## config.mk

```make
export PLATFORM = sky130hd
export DESIGN_NAME = program_counter
export DESIGN_NICKNAME = d
export VERILOG_FILES = /design/src/rtl/program_counter.sv
export SDC_FILE = /design/constraint.sdc
export NUM_CORES = 1
export LEC_CHECK = 0
export CAP_MARGIN = 20
export CORE_ASPECT_RATIO = 2
export CORE_MARGIN = 8
export CORE_UTILIZATION = 30
export DETAILED_ROUTE_END_ITERATION = 6
export PLACE_DENSITY = 0.57
export SLEW_MARGIN = 20
export SYNTH_ARGS = -nofsm -noshare
export SYNTH_HDL_FRONTEND = slang
export SYNTH_SLANG_ARGS = --single-unit
```

## constraint.sdc

```tcl
create_clock -name clk -period 2.2 [get_ports clk]
set_input_delay 0.22 -clock clk [delete_from_list [all_inputs] [get_ports clk]]
set_output_delay 0.22 -clock clk [all_outputs]
set_load 0.03 [all_outputs]
```

## src/rtl/program_counter.sv

```systemverilog
// rtl/program_counter.sv - fetch-stage program counter with stride advance and branch redirect
//
// Purpose:
//   Holds the fetch address presented to instruction memory. On each rising
//   edge the PC either loads a redirect target, holds for a fetch bubble, or
//   advances by PC_INC. An asynchronous active-low reset forces RESET_VECTOR.
//
// Ports:
//   clk          in   1     system clock, rising-edge active
//   reset        in   1     asynchronous active-low reset
//   stall        in   1     hold the PC this cycle (fetch bubble)
//   branch_instr in   1     load Branch_Addr this cycle (beats stall)
//   Branch_Addr  in   XLEN  redirect target
//   PC_OUT       out  XLEN  current PC (registered)
//   PC_NEXT_SEQ  out  XLEN  PC_OUT + PC_INC, wrapping, for link-register use
//   misaligned   out  1     PC_OUT[1:0] != 0 (informational only)

module program_counter #(
  parameter int unsigned         XLEN         = 32,
  parameter logic [XLEN-1:0]     RESET_VECTOR = '0,
  parameter int unsigned         PC_INC       = 4
) (
  input  logic            clk,
  input  logic            reset,
  input  logic            stall,
  input  logic            branch_instr,
  input  logic [XLEN-1:0] Branch_Addr,
  output logic [XLEN-1:0] PC_OUT,
  output logic [XLEN-1:0] PC_NEXT_SEQ,
  output logic            misaligned
);

  localparam logic [XLEN-1:0] STRIDE = XLEN'(PC_INC);

  logic [XLEN-1:0] pc_q;
  logic [XLEN-1:0] pc_d;
  logic [XLEN-1:0] pc_seq;

  // Sequential successor; the adder truncates to XLEN so the top of the
  // address space wraps to zero without any flag.
  assign pc_seq = pc_q + STRIDE;

  // Redirect wins over stall so a resolved branch is never lost to a bubble.
  always_comb begin
    pc_d = pc_seq;
    if (branch_instr) begin
      pc_d = Branch_Addr;
    end else if (stall) begin
      pc_d = pc_q;
    end
  end

  always_ff @(posedge clk or negedge reset) begin
    if (!reset) begin
      pc_q <= RESET_VECTOR;
    end else begin
      pc_q <= pc_d;
    end
  end

  assign PC_OUT      = pc_q;
  assign PC_NEXT_SEQ = pc_seq;
  // Branch targets are loaded unmasked, so low bits may be set; report only.
  assign misaligned  = (pc_q[1:0] != 2'b00);

endmodule

```

==> flow_results.xml <==
<?xml version="1.0" encoding="UTF-8"?>
<metrics>
  <group name="run_status">
    <metric name="status" unit="">finished with violations</metric>
    <metric name="violations" unit="">setup timing</metric>
  </group>
  <group name="detailed_routing">
    <metric name="route.vias.total" unit="">2742</metric>
    <metric name="route.antenna.remaining_nets" unit="">0</metric>
    <metric name="remaining_drc_errors" unit="">0</metric>
    <metric name="drt_wl_total" unit="um">9460</metric>
    <metric name="firstDrtPassIters" unit="">4</metric>
    <metric name="detailedRoute.firstIterationViolations" unit="">199</metric>
    <metric name="avgViaCountPerCell" unit="">5.11</metric>
    <metric name="detail_route.wl_per_cell" unit="um">17.6</metric>
  </group>
  <group name="sta">
    <metric name="setup-tns-final" unit="ns">-0.335</metric>
    <metric name="layout_worst_path_cycle_share" unit="">1.04</metric>
    <metric name="worst_hold_check_slack" unit="ns">0.0248</metric>
    <metric name="timing.max_slew.rel_slack" unit="">0.479</metric>
    <metric name="post-route-worst-setup-slack" unit="ns">-0.0851</metric>
    <metric name="clock-skew-final" unit="ns">0.00437</metric>
    <metric name="rsz0062_at_grt" unit="">true</metric>
    <metric name="max_freq" unit="MHz">438</metric>
    <metric name="number_of_setup_violations_in_the_final_report" unit="">7</metric>
    <metric name="tightest_slew" unit="ns">0.781</metric>
    <metric name="final_hold_viol_count" unit="">0</metric>
    <metric name="final_max_slew_viol_count" unit="">0</metric>
    <metric name="period_needed" unit="ns">2.29</metric>
  </group>
  <group name="power">
    <metric name="power" unit="mW">2.49</metric>
    <metric name="powerDensity" unit="nW/um^2">568</metric>
    <metric name="vdd_ir_drop_max" unit="V">0.000339</metric>
    <metric name="static_leakage_power" unit="nW">1.80</metric>
  </group>
  <group name="synth">
    <metric name="synth.lib_cells_used.distinct" unit="">47</metric>
    <metric name="synth.cells.most_frequent" unit="">nand2_1, dfrtp_1, xnor2_1, nor2_1, o21ai_0</metric>
    <metric name="synth.net_count" unit="">338</metric>
    <metric name="synth_area_leader_cell" unit="">dfrtp_1</metric>
    <metric name="syn_inst" unit="">301</metric>
    <metric name="ys_seq_elements" unit="">32</metric>
    <metric name="synth.most_common_cell" unit="">nand2_1</metric>
    <metric name="avg_synthesized_cell_area" unit="um^2">8.06</metric>
    <metric name="async_flop_share" unit="">1.00</metric>
    <metric name="yosysSeqAreaShare" unit="">0.330</metric>
    <metric name="netlist_top_cells_area" unit="">dfrtp_1, xnor2_1, nand2_1</metric>
    <metric name="synthesis.area" unit="um^2">2430</metric>
    <metric name="yosys_warnings" unit="">0</metric>
    <metric name="netlist.area_leader.share" unit="">0.330</metric>
    <metric name="synth_top_flop_cell" unit="">dfrtp_1</metric>
    <metric name="synth_edf_count" unit="">0</metric>
  </group>
  <group name="cells_and_area">
    <metric name="layout.nets" unit="">477</metric>
    <metric name="drive_above_1_share" unit="">0.338</metric>
    <metric name="num-fill-cells" unit="">754</metric>
    <metric name="fin_area" unit="um^2">4390</metric>
    <metric name="largest_register_ffs" unit="">32</metric>
    <metric name="syn_to_final_growth" unit="%">80.9</metric>
    <metric name="insertedDiodeCount" unit="">0</metric>
  </group>
  <group name="flow_run">
    <metric name="max_cap_violations" unit="">0</metric>
  </group>
  <group name="setup_path">
    <metric name="cp-start-kind" unit="">register</metric>
    <metric name="critical_path_class" unit="">reg2out</metric>
    <metric name="worstPathRequired" unit="ns">1.98</metric>
    <metric name="series_of_cell_instances_along_the_critical_path" unit="">ha_4, nand4_1, or4_4, nor4_4, xor2_2, buf_6</metric>
    <metric name="cp.buffers_inverters" unit="">1</metric>
    <metric name="critical-path-slowest-cell" unit="">or4_4</metric>
    <metric name="critical_path.endpoint_type" unit="">output pin</metric>
    <metric name="worst-endpoint-arrival" unit="ns">2.07</metric>
    <metric name="cp_top_family" unit="">simple AND/OR/NAND/NOR gates</metric>
    <metric name="cpPeakStageDelay" unit="ns">0.60</metric>
    <metric name="crit_path_max_fanout" unit="">4</metric>
  </group>
  <group name="grt">
    <metric name="grt_util_met2" unit="">0.320</metric>
    <metric name="grt-busiest-layer" unit="">met2</metric>
    <metric name="grt_antenna_before_repair" unit="">0</metric>
    <metric name="grt-ovfl-total" unit="">0</metric>
    <metric name="vias_in_the_first_global_route" unit="">2953</metric>
    <metric name="globalRouteTotalUtil" unit="">0.167</metric>
    <metric name="grt.met1_usage" unit="">0.159</metric>
    <metric name="grt_max_degree" unit="">34</metric>
    <metric name="use_met3" unit="">0.0372</metric>
    <metric name="grt_pass1_wl" unit="um">14900</metric>
  </group>
  <group name="floorplan">
    <metric name="die-area" unit="um^2">11400</metric>
    <metric name="fp.dieW" unit="um">79.6</metric>
    <metric name="fp.dieH" unit="um">143</metric>
    <metric name="start_util" unit="">0.308</metric>
    <metric name="io-pin-count" unit="">101</metric>
    <metric name="std_cell_rows" unit="">46</metric>
    <metric name="core" unit="um^2">7890</metric>
  </group>
  <group name="placed_design">
    <metric name="numPortBuffers" unit="">100</metric>
    <metric name="placed_cell_area" unit="um^2">3910</metric>
    <metric name="hpwl" unit="um">7350</metric>
    <metric name="post-place-ws" unit="ns">0.0735</metric>
    <metric name="routabilityCongestion" unit="">0.885</metric>
  </group>
  <group name="clock_tree">
    <metric name="tritoncts_num_sinks" unit="">32</metric>
    <metric name="root_buffer_cell" unit="">clkbuf_16</metric>
    <metric name="clk_pin_slew" unit="ns">0.05</metric>
    <metric name="number_of_buffers_created_by_cts" unit="">5</metric>
    <metric name="clock_buffer_depth" unit="">2</metric>
    <metric name="ctsHtreeMaxLevel" unit="">2</metric>
    <metric name="clk-insertion-delay-late" unit="ns">0.28</metric>
    <metric name="cts_tree" unit="">yes</metric>
  </group>
  <group name="min_path">
    <metric name="hp-class" unit="">in2async</metric>
  </group>
</metrics>
per-stage QoR:
stage,util,instances
2_1_floorplan,-,301
3_3_place_gp,0.496,501
3_5_place_dp,0.496,501
4_1_cts,0.527,515
5_1_grt,0.557,537
6_report,0.557,537
what timing repair did:
item                                    CTS  global route
endpoints found under the setup margin   14            20
pin swaps                                 2            13
setup buffers                             6            22
gates resized for setup                  15            16
hold buffers                              0             0
gates cloned                              0             0
power breakdown:
group          internal, mW  total, mW  switching, mW
combinational         0.491       1.05          0.555
sequential            0.651      0.746         0.0953
clock                 0.446      0.702          0.257
total                  1.59       2.49          0.906
layout make-up:
cell class	count	area, um^2	share of cell area
multi-input combinational	230	1700	0.388
timing repair buffer	162	1570	0.357
sequential	32	820	0.187
clock buffer	6	139	0.0316
tap	96	120	0.0274
inverter	9	33.8	0.00769
clock inverter	2	10.0	0.00228
final timing paths:
check,startpoint,end,slack [ns],cells past startpoint
worst max-delay path,PC_OUT[2],PC_NEXT_SEQ[30],-0.09,6
max in group asynchronous,reset,PC_OUT[4],1.63,1
min in group clk,Branch_Addr[6],PC_OUT[6],0.50,3
worst max register to register,PC_OUT[2],PC_OUT[26],-0.07,7
worst min register to register,PC_OUT[1],PC_OUT[1],0.56,1
worst min-delay path,reset,PC_OUT[12],0.02,1
cell usage in the layout, fill, tap and decap left out, types with 15 or more instances in the layout:
cell type,n
nor2_1,21
buf_4,65
nand4_1,16
nand3_1,17
nand2_1,33
xnor2_1,18
clkdlybuf4s50_1,73
dfrtp_2,15
o21ai_0,19
dfrtp_1,17
metal layers:
layer | up-vias | share of wire
met5 | - | 0
met4 | 0 | 0.025
met3 | 16 | 0.057
met2 | 94 | 0.56
met1 | 1286 | 0.35
li1 | 1346 | -
cells by family (layout without fill, tap and decap cells):
group                    after synthesis  count (layout)  synth area share
AND/OR/NAND/NOR                      144             144             0.328
buffers and inverters                 39             179            0.0716
XOR/XNOR                              41              41             0.148
AO/OA/AOI/OAI                         41              41             0.104
multiplexers                           3               3            0.0134
flip-flops                            32              32             0.330
adder cells (fa/ha/maj)                1               1           0.00515
worst register-to-register path: stages (launching register included):
cell and delay, ns:
dfrtp_2 0.41, ha_4 0.14, nand4_1 0.11, or4_4 0.60, buf_4 0.17, buf_6 0.12, or4_1 0.45, a31oi_1 0.17
Power figures use the tool's default switching activity.
